===== src/rtl/circle_run_ctrl.sv =====
// circle_run_ctrl
//
// Purpose:
//   Drives a circular "running light" pattern position.
//   - A free-running prescaler produces two step rates.
//   - In direction 0 (up, slow rate) the position advances each step.
//   - In direction 1 (down, fast rate) it retreats each step.
//   - After LAPS completed laps the direction flips and the lap count restarts.
//   - The lap count is shown on an active-low 7-segment digit.
//   - The decimal point marks the fast/down direction.
//
// Ports:
//   clk           in   system clock, rising edge
//   rst           in   asynchronous reset, active low
//   pause         in   synchronous; high drops step ticks (prescaler keeps running)
//   ptn_idx       out  current pattern position 0..STEPS-1
//   dir           out  0 = up/slow, 1 = down/fast
//   lap           out  completed laps in the current direction 0..LAPS-1
//   step_tick     out  one-cycle pulse on each accepted step
//   seg7_lap      out  active-low segments {g,f,e,d,c,b,a} of the lap digit
//   seg7_lap_dpt  out  active-low decimal point, lit when dir = 1
module circle_run_ctrl #(
    parameter int DIV_SLOW = 24,
    parameter int DIV_FAST = 23,
    parameter int STEPS    = 10,
    parameter int LAPS     = 3,
    parameter int PTN_W    = 4
) (
    input  logic             clk,
    input  logic             rst,
    input  logic             pause,
    output logic [PTN_W-1:0] ptn_idx,
    output logic             dir,
    output logic [3:0]       lap,
    output logic             step_tick,
    output logic [6:0]       seg7_lap,
    output logic             seg7_lap_dpt
);

    localparam logic [PTN_W-1:0] PTN_LAST = PTN_W'(STEPS - 1);
    localparam logic [PTN_W-1:0] PTN_ONE  = PTN_W'(1);
    localparam logic [3:0]       LAP_LAST = 4'(LAPS - 1);

    logic [DIV_SLOW-1:0] presc_q;
    logic [DIV_SLOW-1:0] presc_d;
    logic [PTN_W-1:0]    ptn_q;
    logic [PTN_W-1:0]    ptn_d;
    logic [3:0]          lap_q;
    logic [3:0]          lap_d;
    logic                dir_q;
    logic                dir_d;

    logic tick_slow;
    logic tick_fast;
    logic step_en;
    logic lap_done;

    // The fast tick looks only at the low prescaler bits. The prescaler is
    // never cleared on a direction change, so both rates stay phase-locked
    // to the same free-running count.
    assign tick_slow = &presc_q;
    assign tick_fast = &presc_q[DIV_FAST-1:0];

    // Single clock; stepping is a clock enable. A tick during pause is lost.
    // In reset the prescaler is zero, so both ticks are low.
    assign step_en = (dir_q ? tick_fast : tick_slow) & ~pause;

    // A lap ends only on the step that lands on position 0.
    // The 0 -> STEPS-1 wrap when counting down is not a lap end.
    assign lap_done = dir_q ? (ptn_q == PTN_ONE) : (ptn_q == PTN_LAST);

    always_comb begin
        presc_d = presc_q + DIV_SLOW'(1);
        ptn_d   = ptn_q;
        lap_d   = lap_q;
        dir_d   = dir_q;
        if (step_en) begin
            if (!dir_q) begin
                ptn_d = (ptn_q == PTN_LAST) ? '0 : ptn_q + PTN_ONE;
            end else begin
                ptn_d = (ptn_q == '0) ? PTN_LAST : ptn_q - PTN_ONE;
            end
            if (lap_done) begin
                if (lap_q == LAP_LAST) begin
                    lap_d = '0;
                    dir_d = ~dir_q;
                end else begin
                    lap_d = lap_q + 4'd1;
                end
            end
        end
    end

    always_ff @(posedge clk or negedge rst) begin
        if (!rst) begin
            presc_q <= '0;
            ptn_q   <= '0;
            lap_q   <= '0;
            dir_q   <= 1'b0;
        end else begin
            presc_q <= presc_d;
            ptn_q   <= ptn_d;
            lap_q   <= lap_d;
            dir_q   <= dir_d;
        end
    end

    // Lap digit decode, active low {g,f,e,d,c,b,a}. Values above 9 are blank.
    always_comb begin
        case (lap_q)
            4'd0:    seg7_lap = 7'b1000000;
            4'd1:    seg7_lap = 7'b1111001;
            4'd2:    seg7_lap = 7'b0100100;
            4'd3:    seg7_lap = 7'b0110000;
            4'd4:    seg7_lap = 7'b0011001;
            4'd5:    seg7_lap = 7'b0010010;
            4'd6:    seg7_lap = 7'b0000010;
            4'd7:    seg7_lap = 7'b1111000;
            4'd8:    seg7_lap = 7'b0000000;
            4'd9:    seg7_lap = 7'b0010000;
            default: seg7_lap = 7'b1111111;
        endcase
    end

    assign seg7_lap_dpt = ~dir_q;
    assign ptn_idx      = ptn_q;
    assign lap          = lap_q;
    assign dir          = dir_q;
    assign step_tick    = step_en;

endmodule


===== config.mk =====
export PLATFORM = sky130hd
export DESIGN_NAME = circle_run_ctrl
export DESIGN_NICKNAME = d
export VERILOG_FILES = /design/src/rtl/circle_run_ctrl.sv
export SDC_FILE = /design/constraint.sdc
export NUM_CORES = 1
export LEC_CHECK = 0
export CELL_PAD_IN_SITES_DETAIL_PLACEMENT = 1
export CELL_PAD_IN_SITES_GLOBAL_PLACEMENT = 1
export CORE_UTILIZATION = 30
export CTS_CLUSTER_SIZE = 14
export DETAILED_ROUTE_END_ITERATION = 6
export GPL_TIMING_DRIVEN = 0
export PLACE_DENSITY_LB_ADDON = 0.3
export SYNTH_ARGS = -nofsm -noshare
export SYNTH_HDL_FRONTEND = slang
export SYNTH_SLANG_ARGS = --single-unit

===== constraint.sdc =====
create_clock -name clk -period 1.9 [get_ports clk]
set_input_delay 0.19 -clock clk [delete_from_list [all_inputs] [get_ports clk]]
set_output_delay 0.19 -clock clk [all_outputs]
set_load 0.005 [all_outputs]

==> results of run 1 <==
[flip-flops by register name (all words and copies together), names as in the netlist]
signal and cells:
ptn_idx 4, presc_q 24, dir 1, lap 4
[through the flow]
| step | std cells | instance area (µm²) | TNS, ns | util (%) |
|---|---|---|---|---|
| floorplan | 185 | 1790 | 0 | - |
| global placement | 277 | 2080 | -6.20 | 36.9 |
| detailed placement | 277 | 2070 | -2.36 | 36.8 |
| CTS | 307 | 2470 | -0.801 | 43.8 |
| global route | 314 | 2620 | -0.905 | 46.5 |
| finish | 314 | 2620 | -0.103 | 46.5 |
[synth_stat cells]
cell type	instances
nor4_1	1
nor4_2	1
nor3_1	3
o31a_1	1
or2_2	1
ha_1	7
inv_1	9
mux2i_1	3
a22oi_1	1
nor4b_1	1
and3_1	3
nand2_1	14
nand3_1	13
o31ai_1	6
a21oi_1	9
a31oi_1	1
nor3_2	1
nor2b_1	2
nand4_2	1
or2_0	1
and2_1	1
or4_1	2
nand4_1	7
nor2_1	17
buf_2	2
and4_1	1
clkbuf_1	6
buf_4	1
o21ai_0	5
xor2_1	9
mux2_2	1
dfrtp_1	33
xnor2_1	18
nor3b_1	3
[path summary, 6_finish.rpt]
check,startpoint,end,cells past startpoint
max in group asynchronous,rst,lap[0]$_DFFE_PN0P_,2
min in group asynchronous,rst,dir$_DFFE_PN0P_,2
worst max register to register,presc_q[0]$_DFF_PN0_,dir$_DFFE_PN0P_,7
worst min-delay path,presc_q[22]$_DFF_PN0_,presc_q[22]$_DFF_PN0_,1
worst min register to register,presc_q[22]$_DFF_PN0_,presc_q[22]$_DFF_PN0_,1
worst max-delay path,presc_q[0]$_DFF_PN0_,step_tick,6
[kinds of logic after synthesis]
group / synth area share [%]
buf+inv: 4.13
fa+ha+maj: 4.89
xor+xnor: 13.2
flops: 46.2
simple gates: 21.6
compound gates: 7.69
mux: 2.31
[report_power, final]
group          internal (W)  leakage (nW)  switching, W
logic             0.0000435         0.682     0.0000533
registers          0.000708         0.414    0.00000716
clock network      0.000327        0.0542      0.000262
total               0.00108          1.15      0.000322
[critical path, stage by stage, from the launching register on]
cell	delay, ns
dfrtp_1	0.39
ha_4	0.16
nand4_1	0.11
or4_4	0.45
or2_4	0.26
inv_2	0.05
buf_6	0.08
[layout make-up]
class / instances / area (µm²)
Buffer: 5 / 38.8
Clock buffer: 7 / 96.3
Clock inverter: 1 / 5.00
Fill cell: 631 / 3020
Inverter: 9 / 38.8
Multi-Input combinational cell: 134 / 1070
Sequential cell: 33 / 833
Tap cell: 72 / 90.1
Timing Repair Buffer: 53 / 450
[what timing repair did]
action / CTS / global route
pin swaps: 10 / 8
endpoints found under the setup margin: 22 / 13
resized for setup: 47 / 29
endpoints found under the hold margin: 26 / 0
hold buffers: 1 / 0
buffers inserted: 23 / 10
[layer usage]
layer  up-vias  share of wire (%)  track usage, %
met3        10                2.6            3.22
met5         -                  0               0
met1       753                 45            17.2
li1        748                  -               -
met4         0                2.1            6.55
met2        22                 50            25.0
==> impl_metrics.ini, run 1 <==
[synth]
synth.yosys.seq_area_share_pct = 46.2
synthesis.area_um2 = 1790
ys_seq_elements = 33
synthCells = 185
syn-num-nets = 195
yosysUniqueCellTypes = 34
yosysTopAreaCell = dfrtp_1
synth.top_cell.area_share_pct = 46.2
synth_warnings = 0
synth_area_leaders = dfrtp_1 (46%), xnor2_1 (8.8%), ha_1 (4.9%), xor2_1 (4.4%), nand3_1 (3.6%)
syn_area_per_cell_um2 = 9.67

[die]
initial_core_util_pct = 31.7
die_area_um2 = 6280
coreArea_um2 = 5640
rows = 27
die_h_um = 79.2
fp.dieW_um = 79.2
ioPinCount = 21

[timing]
fmax_ghz = 0.506
rsz0062_at_grt = true
setup_viol = 3
min_period_over_period_pct = 104
holdWs_ns = 0.470
fin_ws_ns = -0.0750
final_max_slew_viol_count = 0
finalHoldViolCount = 0
relSlewSlack_pct = 50.1
tightest_slew_ns = 0.749
min_period_ns = 1.97
skew_ns = 0.00452

[clocking]
cts_num_sinks = 33
cts_root_buf = clkbuf_8
path_clk_slew_ns = 0.07
cts_tree = built
insertion_delay_ns = 0.29
h-tree-depth = 2
cts_max_path_buffers = 2
cts_made_buffers = 5

[drt]
drtIter0Drc = 35
drcViolationCount = 0
vias = 1533
drt_first_pass_iters = 4
ant_nets = 0
via_per_inst = 4.88
wire_per_inst_um = 13.9
wl_um = 4350

[worst_setup_path]
endpoint_kind = output port
critPathKind = flop to output port
rrSetupSlack_ns = -0.01
worst-path-max-fanout = 3
start_kind = flop
required_ns = 1.71
worst-endpoint-arrival_ns = 1.78

[global_route]
antenna_found_initial = 0
grt_pass1_wl_um = 7070
grt_pass1_vias = 1533
grtUsageTotal_pct = 14.5
grt.overflow.total = 0
grt_max_degree = 34

[outcome]
violations = setup timing
status = finished, violations left

[placement]
routabilityCongestion = 0.723
pre_cts_slack_ns = -0.481
io_buffers = 20
post-dp-hpwl_um = 2530

[flow_run]
cap_violations = 0

[cells_and_area]
drive_gt1_share_pct = 32.6
final_common_cell = buf_4
fin_nets = 251
n_antenna_cell = 0
syn_to_final_growth_pct = 46.6
layout_common_cells = buf_4 (29), dfrtp_1 (27), xnor2_1 (18)

[power]
peakVddDrop_v = 0.000346
p_leak_nw = 1.15
p_total_w = 0.00140
p_per_area_nw_per_um2 = 534

[worst_hold_path]
hold_path.class = flop to flop
Power figures use the tool's default switching activity.
==> run 2: changes to the inputs <==
--- a/config.mk
+++ b/config.mk
@@ -15,3 +15,4 @@
 export SYNTH_ARGS = -nofsm -noshare
 export SYNTH_HDL_FRONTEND = slang
 export SYNTH_SLANG_ARGS = --single-unit
+export TNS_END_PERCENT = 5
==> run 2 against run 1 <==
The flow still finishes with violations (setup timing). Total power fell by 0.70%. Sequential power about the same. Clock skew up 0.0023 ns. Via count is 3.8% lower. Clock power hardly changed. Wire length down 3.1%. Clock-buffer cell count stayed put. Fmax decreased by 7.2%. Utilization shrank 1.6 points. Setup slack lost 0.15 ns. Global-route usage decreased by 0.61 points.
==> impl_metrics.ini, run 2 (same netlist as run 1, synthesis figures left out) <==
[outcome]
status = finished, violations left
violations = setup timing

[timing]
fmax_ghz = 0.470
tightest_slew_ns = 0.757
setup_viol = 10
fin_ws_ns = -0.227
relSlewSlack_pct = 49.5
skew_ns = 0.00680
min_period_ns = 2.13
finalHoldViolCount = 0
finalSetupTns_ns = -1.04
min_period_over_period_pct = 112
rsz0062_at_grt = true
final_max_slew_viol_count = 0

[placement]
place_area_um2 = 2070
io_buffers = 20
post-dp-hpwl_um = 2530
dp.cells = 277
routabilityCongestion = 0.723

[power]
comb_power_share_pct = 6.1
p_leak_nw = 1.09
p_per_area_nw_per_um2 = 549
p_total_w = 0.00139
internal_power_w = 0.00107
peakVddDrop_v = 0.000347
power_switching_w = 0.000319
p_clk_share_pct = 42.4
sequentialPowerShare_pct = 51.5
switching_share_pct = 22.9

[worst_setup_path]
worst-path-stages = 6
worst-path-max-fanout = 3
critPathKind = flop to output port
worstPathCellList = ha_4, nand4_1, or4_4, or2_4, inv_2, buf_6
rrSetupSlack_ns = -0.14
worst-endpoint-arrival_ns = 1.94
endpoint_kind = output port
start_kind = flop
crit_start = presc_q[1]$_DFF_PN0_
rr_endpoint = lap[2]$_DFFE_PN0P_
reg2reg_depth = 6
crit_family = simple AND/OR/NAND/NOR gates
cp-endpoint = step_tick
max_stage_delay_ns = 0.57
crit_slowest_cell = or4_4
critical_path_buf_inv_count = 2
timing.rr.start = presc_q[1]$_DFF_PN0_
required_ns = 1.71

[global_route]
grt_pass1_wl_um = 6800
grt_pass1_vias = 1467
grt_max_degree = 34
grt.overflow.total = 0
grtUsageTotal_pct = 13.9
antenna_found_initial = 0

[cells_and_area]
regMostFlops = presc_q
n_antenna_cell = 0
nFillCells = 634
final_common_cell = dfrtp_1
largest_reg_flops = 24
drive_gt1_share_pct = 30.7
final_cells = 300
postLayoutCellArea_um2 = 2530
fin_nets = 237
layout_common_cells = dfrtp_1 (28), xnor2_1 (18), buf_4 (16)
fin_util_pct = 44.9
syn_to_final_growth_pct = 41.5

[clocking]
cts_tree = built
insertion_delay_ns = 0.29
cts_num_sinks = 33
h-tree-depth = 2
path_clk_slew_ns = 0.07
cts_made_buffers = 5
cts_root_buf = clkbuf_8
cts_max_path_buffers = 2

[die]
rows = 27
coreArea_um2 = 5640
fp.dieW_um = 79.2
die_area_um2 = 6280
die_h_um = 79.2
ioPinCount = 21
initial_core_util_pct = 31.7

[worst_hold_path]
hold_path.class = flop to flop
worstHoldStart = presc_q[22]$_DFF_PN0_

[drt]
vias = 1474
drcViolationCount = 0
via_per_inst = 4.91
drtIter0Drc = 29
wl_um = 4210
wire_per_inst_um = 14.0
ant_nets = 0
drt_first_pass_iters = 4

[flow_run]
cap_violations = 0
## run 2: cell count changes in the layout (fill, tap and decap cells not counted), moves of 2 or more
| cell | previous run | this run |
|---|---|---|
| o31ai_2 | 0 | 3 |
| clkbuf_2 | 2 | 0 |
| nor2_2 | 0 | 3 |
| buf_4 | 29 | 16 |
| ha_4 | 2 | 4 |
| o31ai_4 | 6 | 3 |
| dlygate4sd2_1 | 3 | 5 |
| nor2_1 | 16 | 13 |
## run 2: worst register-to-register path, delay by kind of cell, from the launching register on
family | cells | cell delay [ns]
simple gates | 3 | 0.85
mux | 1 | 0.34
fa+ha+maj | 1 | 0.16
flops | 1 | 0.40
buf+inv | 1 | 0.17
## run 2: layout make-up
type,count,area [µm²],area share [%]
Sequential cell,33,832,32.9
Multi-Input combinational cell,134,1080,42.8
Clock inverter,1,5.00,0.198
Tap cell,72,90.1,3.56
Timing Repair Buffer,38,332,13.1
Inverter,9,38.8,1.53
Buffer,6,53.8,2.12
Clock buffer,7,96.3,3.80
## run 2: power by group through the flow
stage               Combinational, W  Sequential [W]  Clock [W]
floorplan                  0.0000338        0.000726          0
global placement           0.0000806        0.000725          0
detailed placement         0.0000802        0.000725          0
CTS                        0.0000788        0.000715   0.000611
global route               0.0000953        0.000717   0.000641
finish                     0.0000851        0.000717   0.000590
## run 2: per-layer routing
metal	GRT usage (%)	share of wire [%]
met4	6.00	1.7
met5	0	0
met2	23.1	51
met1	17.2	45
met3	3.22	2.5
## run 2: through the flow
stage	hold slack, ns	setup WS (ns)
final	0.471	-0.227
after global routing	0.486	-0.319
after CTS	0.478	-0.238
after detailed placement	0.308	-0.481
after global placement	0.464	-0.486
after floorplan	-0.106	0.0855
## run 2: repair_timing
action,CTS,global route
setup endpoints to repair,22,15
endpoints found under the hold margin,26,0
setup buffers,13,4
pin swaps,7,10
hold buffers,1,0
gates resized for setup,43,30
## run 2: worst min-delay path by stage
| stage | to | cells after the start |
|---|---|---|
| 3_3_place_gp | presc_q[12]$_DFF_PN0_ | 1 |
| 4_1_cts | presc_q[23]$_DFF_PN0_ | 1 |
| 6_report | presc_q[22]$_DFF_PN0_ | 1 |
| 5_1_grt | presc_q[22]$_DFF_PN0_ | 1 |
| 3_5_place_dp | presc_q[18]$_DFF_PN0_ | 1 |
| 2_1_floorplan | dir$_DFFE_PN0P_ | 0 |
==> run 3: changes to the inputs <==
--- a/config.mk
+++ b/config.mk
@@ -7,6 +7,7 @@
 export LEC_CHECK = 0
 export CELL_PAD_IN_SITES_DETAIL_PLACEMENT = 1
 export CELL_PAD_IN_SITES_GLOBAL_PLACEMENT = 1
+export CORE_MARGIN = 5
 export CORE_UTILIZATION = 30
 export CTS_CLUSTER_SIZE = 14
 export DETAILED_ROUTE_END_ITERATION = 6
==> run 3 against run 2 <==
The run ends with hold timing, setup timing left. Global-route usage shrank 1.5 points. Clock power shrank 2%. Critical path depth is the same. First-iteration DRC count shrank 10%. Die area grew 21%. Final cell count grew 4.7%. Via count grew 0.95%. Total power shrank 1.2%. Non-clock buffer count grew 11. Hold slack lost 0.49 ns. Utilization shrank 1.5 points. Critical path type unchanged. Highest routed layer unchanged.
==> impl_metrics.ini, run 3 (same netlist as run 1, synthesis figures left out) <==
[worst_setup_path]
rrSetupSlack_ns = -0.08
max_stage_delay_ns = 0.57
endpoint_kind = output port
critPathKind = flop to output port
required_ns = 1.71
crit_slowest_cell = or4_4
worst-endpoint-arrival_ns = 1.89
start_kind = flop
worstPathCellList = ha_4, nand4_1, or4_4, or2_4, inv_2, buf_6
worst-path-max-fanout = 3

[die]
die_area_um2 = 7610
die_h_um = 87.2
fp.dieW_um = 87.2
initial_core_util_pct = 30.6
rows = 28
ioPinCount = 21
coreArea_um2 = 5850

[clocking]
cts_root_buf = clkbuf_8
cts_made_buffers = 5
path_clk_slew_ns = 0.07
cts_tree = built
h-tree-depth = 2
hold_buffers = 0
cts_num_sinks = 33
cts_max_path_buffers = 2
insertion_delay_ns = 0.28

[timing]
skew_ns = 0.00467
holdWs_ns = -0.0230
finalHoldViolCount = 33
setup_viol = 9
min_period_over_period_pct = 109
relSlewSlack_pct = 49.3
fin_ws_ns = -0.178
min_period_ns = 2.08
tightest_slew_ns = 0.760
rsz0062_at_grt = true
fmax_ghz = 0.481
final_max_slew_viol_count = 0

[drt]
wire_per_inst_um = 13.7
wl_um = 4320
drtIter0Drc = 26
drcViolationCount = 0
via_per_inst = 4.74
vias = 1488
drt_first_pass_iters = 3
ant_nets = 0

[placement]
post-dp-hpwl_um = 2740
io_buffers = 20
routabilityCongestion = 0.737
dp.cells = 280
place_area_um2 = 2080
pre_cts_slack_ns = -0.524

[power]
sequentialPowerShare_pct = 52.1
comb_power_share_pct = 5.7
p_per_area_nw_per_um2 = 542
internal_power_w = 0.00107
p_leak_nw = 1.16
switching_share_pct = 22.2
p_clk_share_pct = 42.2
peakVddDrop_v = 0.000325
power_switching_w = 0.000305

[cells_and_area]
final_cells = 314
drive_gt1_share_pct = 30.1
postLayoutCellArea_um2 = 2540
nFillCells = 664
n_antenna_cell = 0
largest_reg_flops = 24
syn_to_final_growth_pct = 41.7
regMostFlops = presc_q
final_common_cell = buf_4
fin_nets = 248
layout_common_cells = buf_4 (30), dfrtp_1 (29), xnor2_1 (18)

[global_route]
grtUsageTotal_pct = 12.5
grt_max_degree = 34
antenna_found_initial = 0
grt.overflow.total = 0
grt_pass1_vias = 1572
grt_pass1_wl_um = 7510

[outcome]
violations = hold timing, setup timing
status = finished, violations left

[worst_hold_path]
hold_path.class = input port to asynchronous set/reset pin

[flow_run]
cap_violations = 0
run 3: power groups by stage:
stage / clock [W] / sequential (W) / combinational, W
after floorplan: 0 / 0.000726 / 0.0000338
after global placement: 0 / 0.000725 / 0.0000816
after detailed placement: 0 / 0.000726 / 0.0000813
after CTS: 0.000607 / 0.000715 / 0.0000776
after global routing: 0.000640 / 0.000716 / 0.0000883
final: 0.000580 / 0.000716 / 0.0000784
run 3: layout make-up:
cell class                      instances  area, µm²  area share [%]
Buffer                                  5       23.8           0.937
Clock inverter                          1       5.00           0.197
Tap cell                               75       93.8            3.70
Inverter                                9       36.3            1.43
Clock buffer                            7       96.3            3.80
Sequential cell                        33        831            32.8
Multi-Input combinational cell        134       1030            40.7
Timing Repair Buffer                   50        419            16.5
run 3: final timing paths:
path / startpoint / to / cells past startpoint
max in group asynchronous: rst / lap[1]$_DFFE_PN0P_ / 1
min reg2reg: presc_q[22]$_DFF_PN0_ / presc_q[22]$_DFF_PN0_ / 1
min: rst / presc_q[18]$_DFF_PN0_ / 1
max reg2reg: presc_q[0]$_DFF_PN0_ / lap[2]$_DFFE_PN0P_ / 6
min in group clk: presc_q[22]$_DFF_PN0_ / presc_q[22]$_DFF_PN0_ / 1
max: presc_q[0]$_DFF_PN0_ / step_tick / 6
run 3: through the flow:
step	hold WS, ns	setup TNS, ns	utilization [%]	power [W]
floorplan	-0.106	0	-	0.000759
global placement	0.464	-6.52	35.6	0.000807
detailed placement	0.327	-3.05	35.5	0.000807
CTS	0.0134	-0.352	41.2	0.00140
global route	0.0344	-1.60	43.3	0.00145
finish	-0.0230	-0.433	43.3	0.00137
run 3: critical path: cells and delay by family, from the launching register on:
family	cells	cell delay, ns
buffers and inverters	2	0.14
adder cells (fa/ha/maj)	1	0.15
AND/OR/NAND/NOR	3	0.92
flip-flops	1	0.39
run 3: routing by layer:
layer | up-vias | global-route usage [%] | routed length (µm)
li1 | 737 | - | -
met2 | 19 | 22.0 | 2180
met3 | 5 | 3.31 | 158
met1 | 727 | 14.9 | 1930
met5 | - | 0 | 0
met4 | 0 | 3.35 | 47
run 3: timing repair:
action,CTS,global route
setup endpoints to repair,23,13
gates resized for setup,38,17
setup buffers,20,10
pin swaps,6,7
gates cloned,0,0
